## config.mk

```make
export PLATFORM = sky130hd
export DESIGN_NAME = serial_word_rx
export DESIGN_NICKNAME = d
export VERILOG_FILES = /design/src/rtl/sr_pkg.sv /design/src/rtl/flex_stp_sr.sv /design/src/rtl/serial_word_rx.sv
export SDC_FILE = /design/constraint.sdc
export NUM_CORES = 1
export LEC_CHECK = 0
export CAP_MARGIN = 20
export CORE_UTILIZATION = 59
export CTS_BUF_LIST = sky130_fd_sc_hd__clkbuf_2
export DETAILED_ROUTE_END_ITERATION = 7
export PLACE_DENSITY = 0.86
export SETUP_SLACK_MARGIN = 0.05
export SYNTH_ARGS = -nofsm -noshare
export SYNTH_HDL_FRONTEND = slang
export SYNTH_SLANG_ARGS = --single-unit
export TNS_END_PERCENT = 50
```

## constraint.sdc

```tcl
create_clock -name clk -period 3.1 [get_ports clk]
set_input_delay 0.775 -clock clk [delete_from_list [all_inputs] [get_ports clk]]
set_output_delay 0.775 -clock clk [all_outputs]
set_load 0.005 [all_outputs]
```

## src/rtl/sr_pkg.sv

```systemverilog
// Shared types and helpers for the serial word receive path.
// Holding-buffer state encoding and counter width helper.
package sr_pkg;

    typedef enum logic {
        EMPTY = 1'b0,
        FULL  = 1'b1
    } rx_state_t;

    function automatic int cnt_width(input int n);
        return $clog2(n);
    endfunction

endpackage

```

## src/rtl/flex_stp_sr.sv

```systemverilog
// Parameterized serial-to-parallel shift register.
// Idles at all ones; clear reloads that idle value synchronously.
module flex_stp_sr #(
    parameter int NUM_BITS  = 32,
    parameter bit SHIFT_MSB = 1'b1
) (
    input  logic                clk,
    input  logic                n_rst,
    input  logic                shift_enable,
    input  logic                serial_in,
    input  logic                clear,
    output logic [NUM_BITS-1:0] parallel_out
);

    logic [NUM_BITS-1:0] shifted;

    generate
        if (SHIFT_MSB) begin : g_msb
            assign shifted = {parallel_out[NUM_BITS-2:0], serial_in};
        end else begin : g_lsb
            assign shifted = {serial_in, parallel_out[NUM_BITS-1:1]};
        end
    endgenerate

    always_ff @(posedge clk or negedge n_rst) begin
        if (!n_rst) begin
            parallel_out <= '1;
        end else if (clear) begin
            parallel_out <= '1;
        end else if (shift_enable) begin
            parallel_out <= shifted;
        end
    end

endmodule

```

## src/rtl/serial_word_rx.sv

```systemverilog
// Serial-to-parallel word receiver with a one-entry holding buffer,
// valid/ready handshake and sticky overrun flag.
module serial_word_rx
    import sr_pkg::*;
#(
    parameter int NUM_BITS  = 32,
    parameter bit SHIFT_MSB = 1'b1
) (
    input  logic                        clk,
    input  logic                        n_rst,
    input  logic                        shift_enable,
    input  logic                        serial_in,
    input  logic                        sync_clear,
    output logic [NUM_BITS-1:0]         word_out,
    output logic                        word_valid,
    input  logic                        word_ready,
    output logic                        overrun,
    output logic [$clog2(NUM_BITS)-1:0] bit_count
);

    localparam int CW = cnt_width(NUM_BITS);

    rx_state_t           state_q;
    rx_state_t           state_d;
    logic [NUM_BITS-1:0] sr_q;
    logic [NUM_BITS-1:0] next_word;
    logic                last_bit;
    logic                complete;
    logic                load;
    logic                set_ovr;

    flex_stp_sr #(
        .NUM_BITS  (NUM_BITS),
        .SHIFT_MSB (SHIFT_MSB)
    ) u_sr (
        .clk          (clk),
        .n_rst        (n_rst),
        .shift_enable (shift_enable),
        .serial_in    (serial_in),
        .clear        (sync_clear),
        .parallel_out (sr_q)
    );

    // The completing bit never lands in sr_q before the word is captured.
    generate
        if (SHIFT_MSB) begin : g_msb
            assign next_word = {sr_q[NUM_BITS-2:0], serial_in};
        end else begin : g_lsb
            assign next_word = {serial_in, sr_q[NUM_BITS-1:1]};
        end
    endgenerate

    assign last_bit   = (bit_count == CW'(NUM_BITS - 1));
    assign complete   = shift_enable && last_bit;
    assign word_valid = (state_q == FULL);

    always_ff @(posedge clk or negedge n_rst) begin
        if (!n_rst) begin
            bit_count <= '0;
        end else if (sync_clear) begin
            bit_count <= '0;
        end else if (shift_enable) begin
            bit_count <= last_bit ? '0 : bit_count + 1'b1;
        end
    end

    always_comb begin
        state_d = state_q;
        load    = 1'b0;
        set_ovr = 1'b0;
        if (sync_clear) begin
            state_d = EMPTY;
        end else begin
            unique case (state_q)
                EMPTY: begin
                    if (complete) begin
                        load    = 1'b1;
                        state_d = FULL;
                    end
                end
                FULL: begin
                    if (complete && word_ready) begin
                        load = 1'b1;
                    end else if (complete) begin
                        set_ovr = 1'b1;
                    end else if (word_ready) begin
                        state_d = EMPTY;
                    end
                end
                default: state_d = EMPTY;
            endcase
        end
    end

    always_ff @(posedge clk or negedge n_rst) begin
        if (!n_rst) begin
            state_q  <= EMPTY;
            word_out <= '0;
            overrun  <= 1'b0;
        end else begin
            state_q <= state_d;
            if (load) begin
                word_out <= next_word;
            end
            if (sync_clear) begin
                overrun <= 1'b0;
            end else if (set_ovr) begin
                overrun <= 1'b1;
            end
        end
    end

endmodule

```

== Word level (Yosys, flattened, before mapping) ==
Cells that the tools add are included.

* Bits in registers: 70
* Output and inout port bits: 39
* Word-level logic and storage cells: 31

* Reduce and logical (&&, ||, !) cells: 4
* Bitwise logic cells: 1
* $add $sub $neg: 1
* Equal/unequal tests: 1
* Mux-type cells: 19

{| class="wikitable"
|+ Operators with widths
! operator !! count
|-
| $mux 31 || 2
|-
| $mux 5 || 3
|-
| $mux 1 || 12
|-
| $add 5x1->5 const B || 1
|-
| $eq 5x5->1 const B || 1
|-
| $pmux 1 s2 || 2
|-
| $reduce_bool 2->1 || 2
|-
| $logic_and 1x1->1 || 2
|-
| $not 1->1 || 1
|}

== Logic depth before layout (Yosys ltp) ==
* Depth after elaboration: 8
* Mapped depth: 7

== By module ==
From an unflattened synthesis, not the netlist that was laid out.

* Cell total of the unflattened synthesis: 208
* Area total of the unflattened synthesis: 2984.1 um^2

{| class="wikitable"
|+ By module, submodules not included
! module !! seq. area each (um^2) !! area each (um^2) !! instances !! cells an instance
|-
| serial_word_rx || 975.9 || 1562.7 || 1 || 102
|-
| flex_stp_sr || 840.8 || 1421.4 || 1 || 106
|}

== Worst setup path before layout ==
Ideal clock, no wire load.

* Path type: reg2reg
* Start: register bit_count[0]
* End: register word_out[10]
* Period minus slack after synthesis: 1.949 ns
* Arrival: 1.825 ns
* Setup slack: 1.151 ns
* Buffers on the path: 1
* Cell stages (with the launch flop): 8
* Path through: dfrtp_1 ha_1 and3_1 ha_1 nand2_1 nor3_4 buf_6 mux2_2

* Word-level cells in the longest chain between the ends: 6
* Elaborated cells between the ends (all ways): 7
* Classes of those cells: eq/ne: 1; mux: 4; reduce/logical: 2

{| class="wikitable"
|+ RTL lines
! item !! line !! source
|-
| start, declared || serial_word_rx.sv:18 || <nowiki>output logic [$clog2(NUM_BITS)-1:0] bit_count</nowiki>
|-
| start signal, assigned || serial_word_rx.sv:63 || <nowiki>bit_count <= last_bit ? '0 : bit_count + 1'b1;</nowiki>
|-
| $eq 5x5->1 (*) || serial_word_rx.sv:53 || <nowiki>assign last_bit = (bit_count == CW'(NUM_BITS - 1));</nowiki>
|-
| $logic_and 1x1->1 (*) || serial_word_rx.sv:54 || <nowiki>assign complete = shift_enable && last_bit;</nowiki>
|-
| $logic_and 1x1->1 || serial_word_rx.sv:82 || <nowiki>if (complete && word_ready) begin</nowiki>
|-
| $mux 1 || serial_word_rx.sv:82 ||
|-
| $pmux 1 s2 (*) || serial_word_rx.sv:74 || <nowiki>unique case (state_q)</nowiki>
|-
| $mux 1 (*) || serial_word_rx.sv:71 || <nowiki>if (sync_clear) begin</nowiki>
|-
| end signal, assigned || serial_word_rx.sv:103 || <nowiki>word_out <= next_word;</nowiki>
|-
| end, declared || serial_word_rx.sv:14 || <nowiki>output logic [NUM_BITS-1:0] word_out,</nowiki>
|}

Mark *: on every way between the ends. The rest lies on a longest branch, timed or not.
A chain may end at the register's enable or synchronous reset.

== Final worst setup path ==
* Start: register bit_count[0]
* End: output bit_count[0]

No word-level cell between the ends.

==> metrics.txt <==
worst path cell trace=clkdlybuf4s50_1; fill cell count=~320; GRT Max-Usage Layer=met2; synthesized netlist cell count=between 200 and 250; GRT Overall Usage=21.49%; Root Buffer Master=clkbuf_2; worst min-delay path class=in -> async; FMAX=approximately 0.44 GHz; Pins Over Slew Limit=0; critical path fanouts, max=6; initial antenna violation count=0; clock period minus worst slack=2.277 ns; DR WL/cell=between 15 and 20 µm; initial core utilization=61.23%; register area share after synthesis=between 60% and 70%; delay-heaviest family, CP=buffers and inverters; Critical Path Start Type=register; CP Depth=1; Via Count=roughly 1.7k; # clock sinks=70; Clock Tree Buf Depth=2; final setup fails=0; layout cells sized above 1=33.46%; dpl cells=295; slowest CP cell=clkdlybuf4s50_1; clock tree from TritonCTS=done; most common cell after layout, fill and taps aside=clkdlybuf4s50_1; first-pass GRT wire length=8273 µm; run status=finished clean; Worst-Margin Slew=approximately 0.51 ns; Max-slew headroom=65.84%; R2R depth=7; post-CTS setup buffer count=0; Avg Inst Size Synth=around 14 µm²; Site Rows=25; Synthesis Warnings=0; fin crit share=between 70 and 80%; Resized Gates After CTS=0; nature of the critical path endpoint=output port; flop2flop setup slack=~0.86 ns; syn nets=213; Worst setup startpoint=bit_count[0]; vias per inst=between 5 and 6; met1 Resource Use GR=29.93%; Buf/Inv on CP=1; Power per Cell Area=485.8 nW/µm²; gr ovfl total=0; DIE AREA=5152 µm²; commonest cells after routing, fill and taps aside=clkdlybuf4s50_1, dfrtp_1, a211o_1, dfstp_2; Max IR drop VDD=421.7 µV; clock-pin slew on the worst setup and hold paths=0.22 ns; number of nets in the layout=260; final cell count without fillers=about 310; vias in the first global route=about 1.7k; Tot Pwr=1.690 mW; Pre-Repair DR Iteration Count=4; n_diodes=0; Yosys top cell area share=33.97%; final hold viol count=0; grt met3 use=~6.3%; WP data arrival=1.50 ns; FF-to-FF Start=bit_count[0]; Iteration-0 DRC Markers=between 100 and 150; top post-synthesis cells by area=dfrtp_1, dfstp_2, mux2_2; die width=approximately 70 µm; # IOs=45; leading area contributor after synthesis=dfrtp_1; Max Cap Violations=0; skew final=0.02115 ns; critical path class=reg -> out; final setup TNS=0 ns; DP HPWL=3038 µm; largest net degree at the start of global routing=40; hold_buf cts=0; gp weighted congestion=between 0.7 and 0.8; Finished Cell Area=3478 µm²; Reg-to-Reg End=word_out[19]; Worst Setup EP=bit_count[0]; Synth Cell Area=about 2900 µm²; CTS buffer count=9; Max H-tree Level=3; Slowest Stage Delay on Critical Path=0.53 ns; routed wire length=around 4900 µm; area growth from synthesis to final layout=21.08%; worst hold margin=0.1434 ns; unique cell type count in the Yosys netlist=26; IO buf count=44; #FFs+latches synth=70; placed cell areas=around 3300 µm²; DR DRC count=0; Die Ht=71.78 µm; worst skew pair latency=0.51 ns; required time of the critical path=2.32 ns; met2 usage=a little under a third; antenna viol nets, final=0; Lkg Pwr=1.544 nW; core area=approximately 4700 µm²; RSZ-0062 raised after global routing=no
sequential cells by signal, indices dropped and copies added, names as in the netlist:
signal,count
word_out,32
bit_count,5
word_valid,1
overrun,1
u_sr.parallel_out,31
worst min path at each step:
stage	endpoint	startpoint	slack, ns	depth (start not counted)
2_1_floorplan	bit_count[0]	n_rst	0.48	0
4_1_cts	word_out[9]	n_rst	0.11	1
3_5_place_dp	word_out[6]	word_out[6]	0.47	1
6_report	word_out[10]	n_rst	0.14	1
5_1_grt	word_out[10]	n_rst	0.14	1
3_3_place_gp	word_out[6]	word_out[6]	0.47	1
cells by family after synthesis:
kind of cell / Yosys count / share of synthesized area [%]
compound gates: 39 / 10.93
fa+ha+maj: 2 / 0.8709
buf+inv: 15 / 2.918
flops: 70 / 62.33
mux: 34 / 13.24
simple gates: 45 / 9.713
where the power goes:
group	switching [mW]	total (mW)	internal, mW
registers	0.0217	0.983	0.961
logic	0.0570	0.102	0.0451
clock network	0.336	0.605	0.269
total	0.415	1.69	1.28
through the flow:
step / util (%) / setup slack, ns
CTS: 74.13 / 0.7779
global placement: 71.09 / 0.7950
global route: 74.13 / 0.7411
floorplan: - / 1.151
detailed placement: 71.09 / 0.7662
finish: 74.13 / 0.8226
final cells by class:
class | instances | area (µm²) | area share [%]
clock buffer | 9 | 45.04 | 1.295
clock inverter | 7 | 97.59 | 2.806
inverter | 1 | 3.754 | 0.1079
multi-input combinational | 120 | 998.5 | 28.71
sequential | 70 | 1790 | 51.47
tap | 54 | 67.56 | 1.942
timing repair buffer | 50 | 475.5 | 13.67
synthesized netlist by cell type:
master,count
a211o_1,31
a21oi_1,4
a31oi_1,2
and2_1,2
and3_1,1
buf_1,2
buf_2,3
buf_6,3
clkbuf_1,5
clkbuf_2,1
dfrtp_1,39
dfstp_2,31
ha_1,2
inv_1,1
mux2_1,2
mux2_2,30
mux2i_1,2
nand2_1,1
nand3_1,1
nor2_1,6
nor2b_1,30
nor3_4,1
nor3b_1,1
nor4bb_1,1
o21ai_0,2
or4_1,1
per-layer routing:
metal  wire length (µm)  share of wire (%)
met3                183                3.7
met4                 91                1.9
met5                  0                  0
met1               2315                 47
met2               2314                 47
No activity file was read; power rests on OpenSTA's default activity.
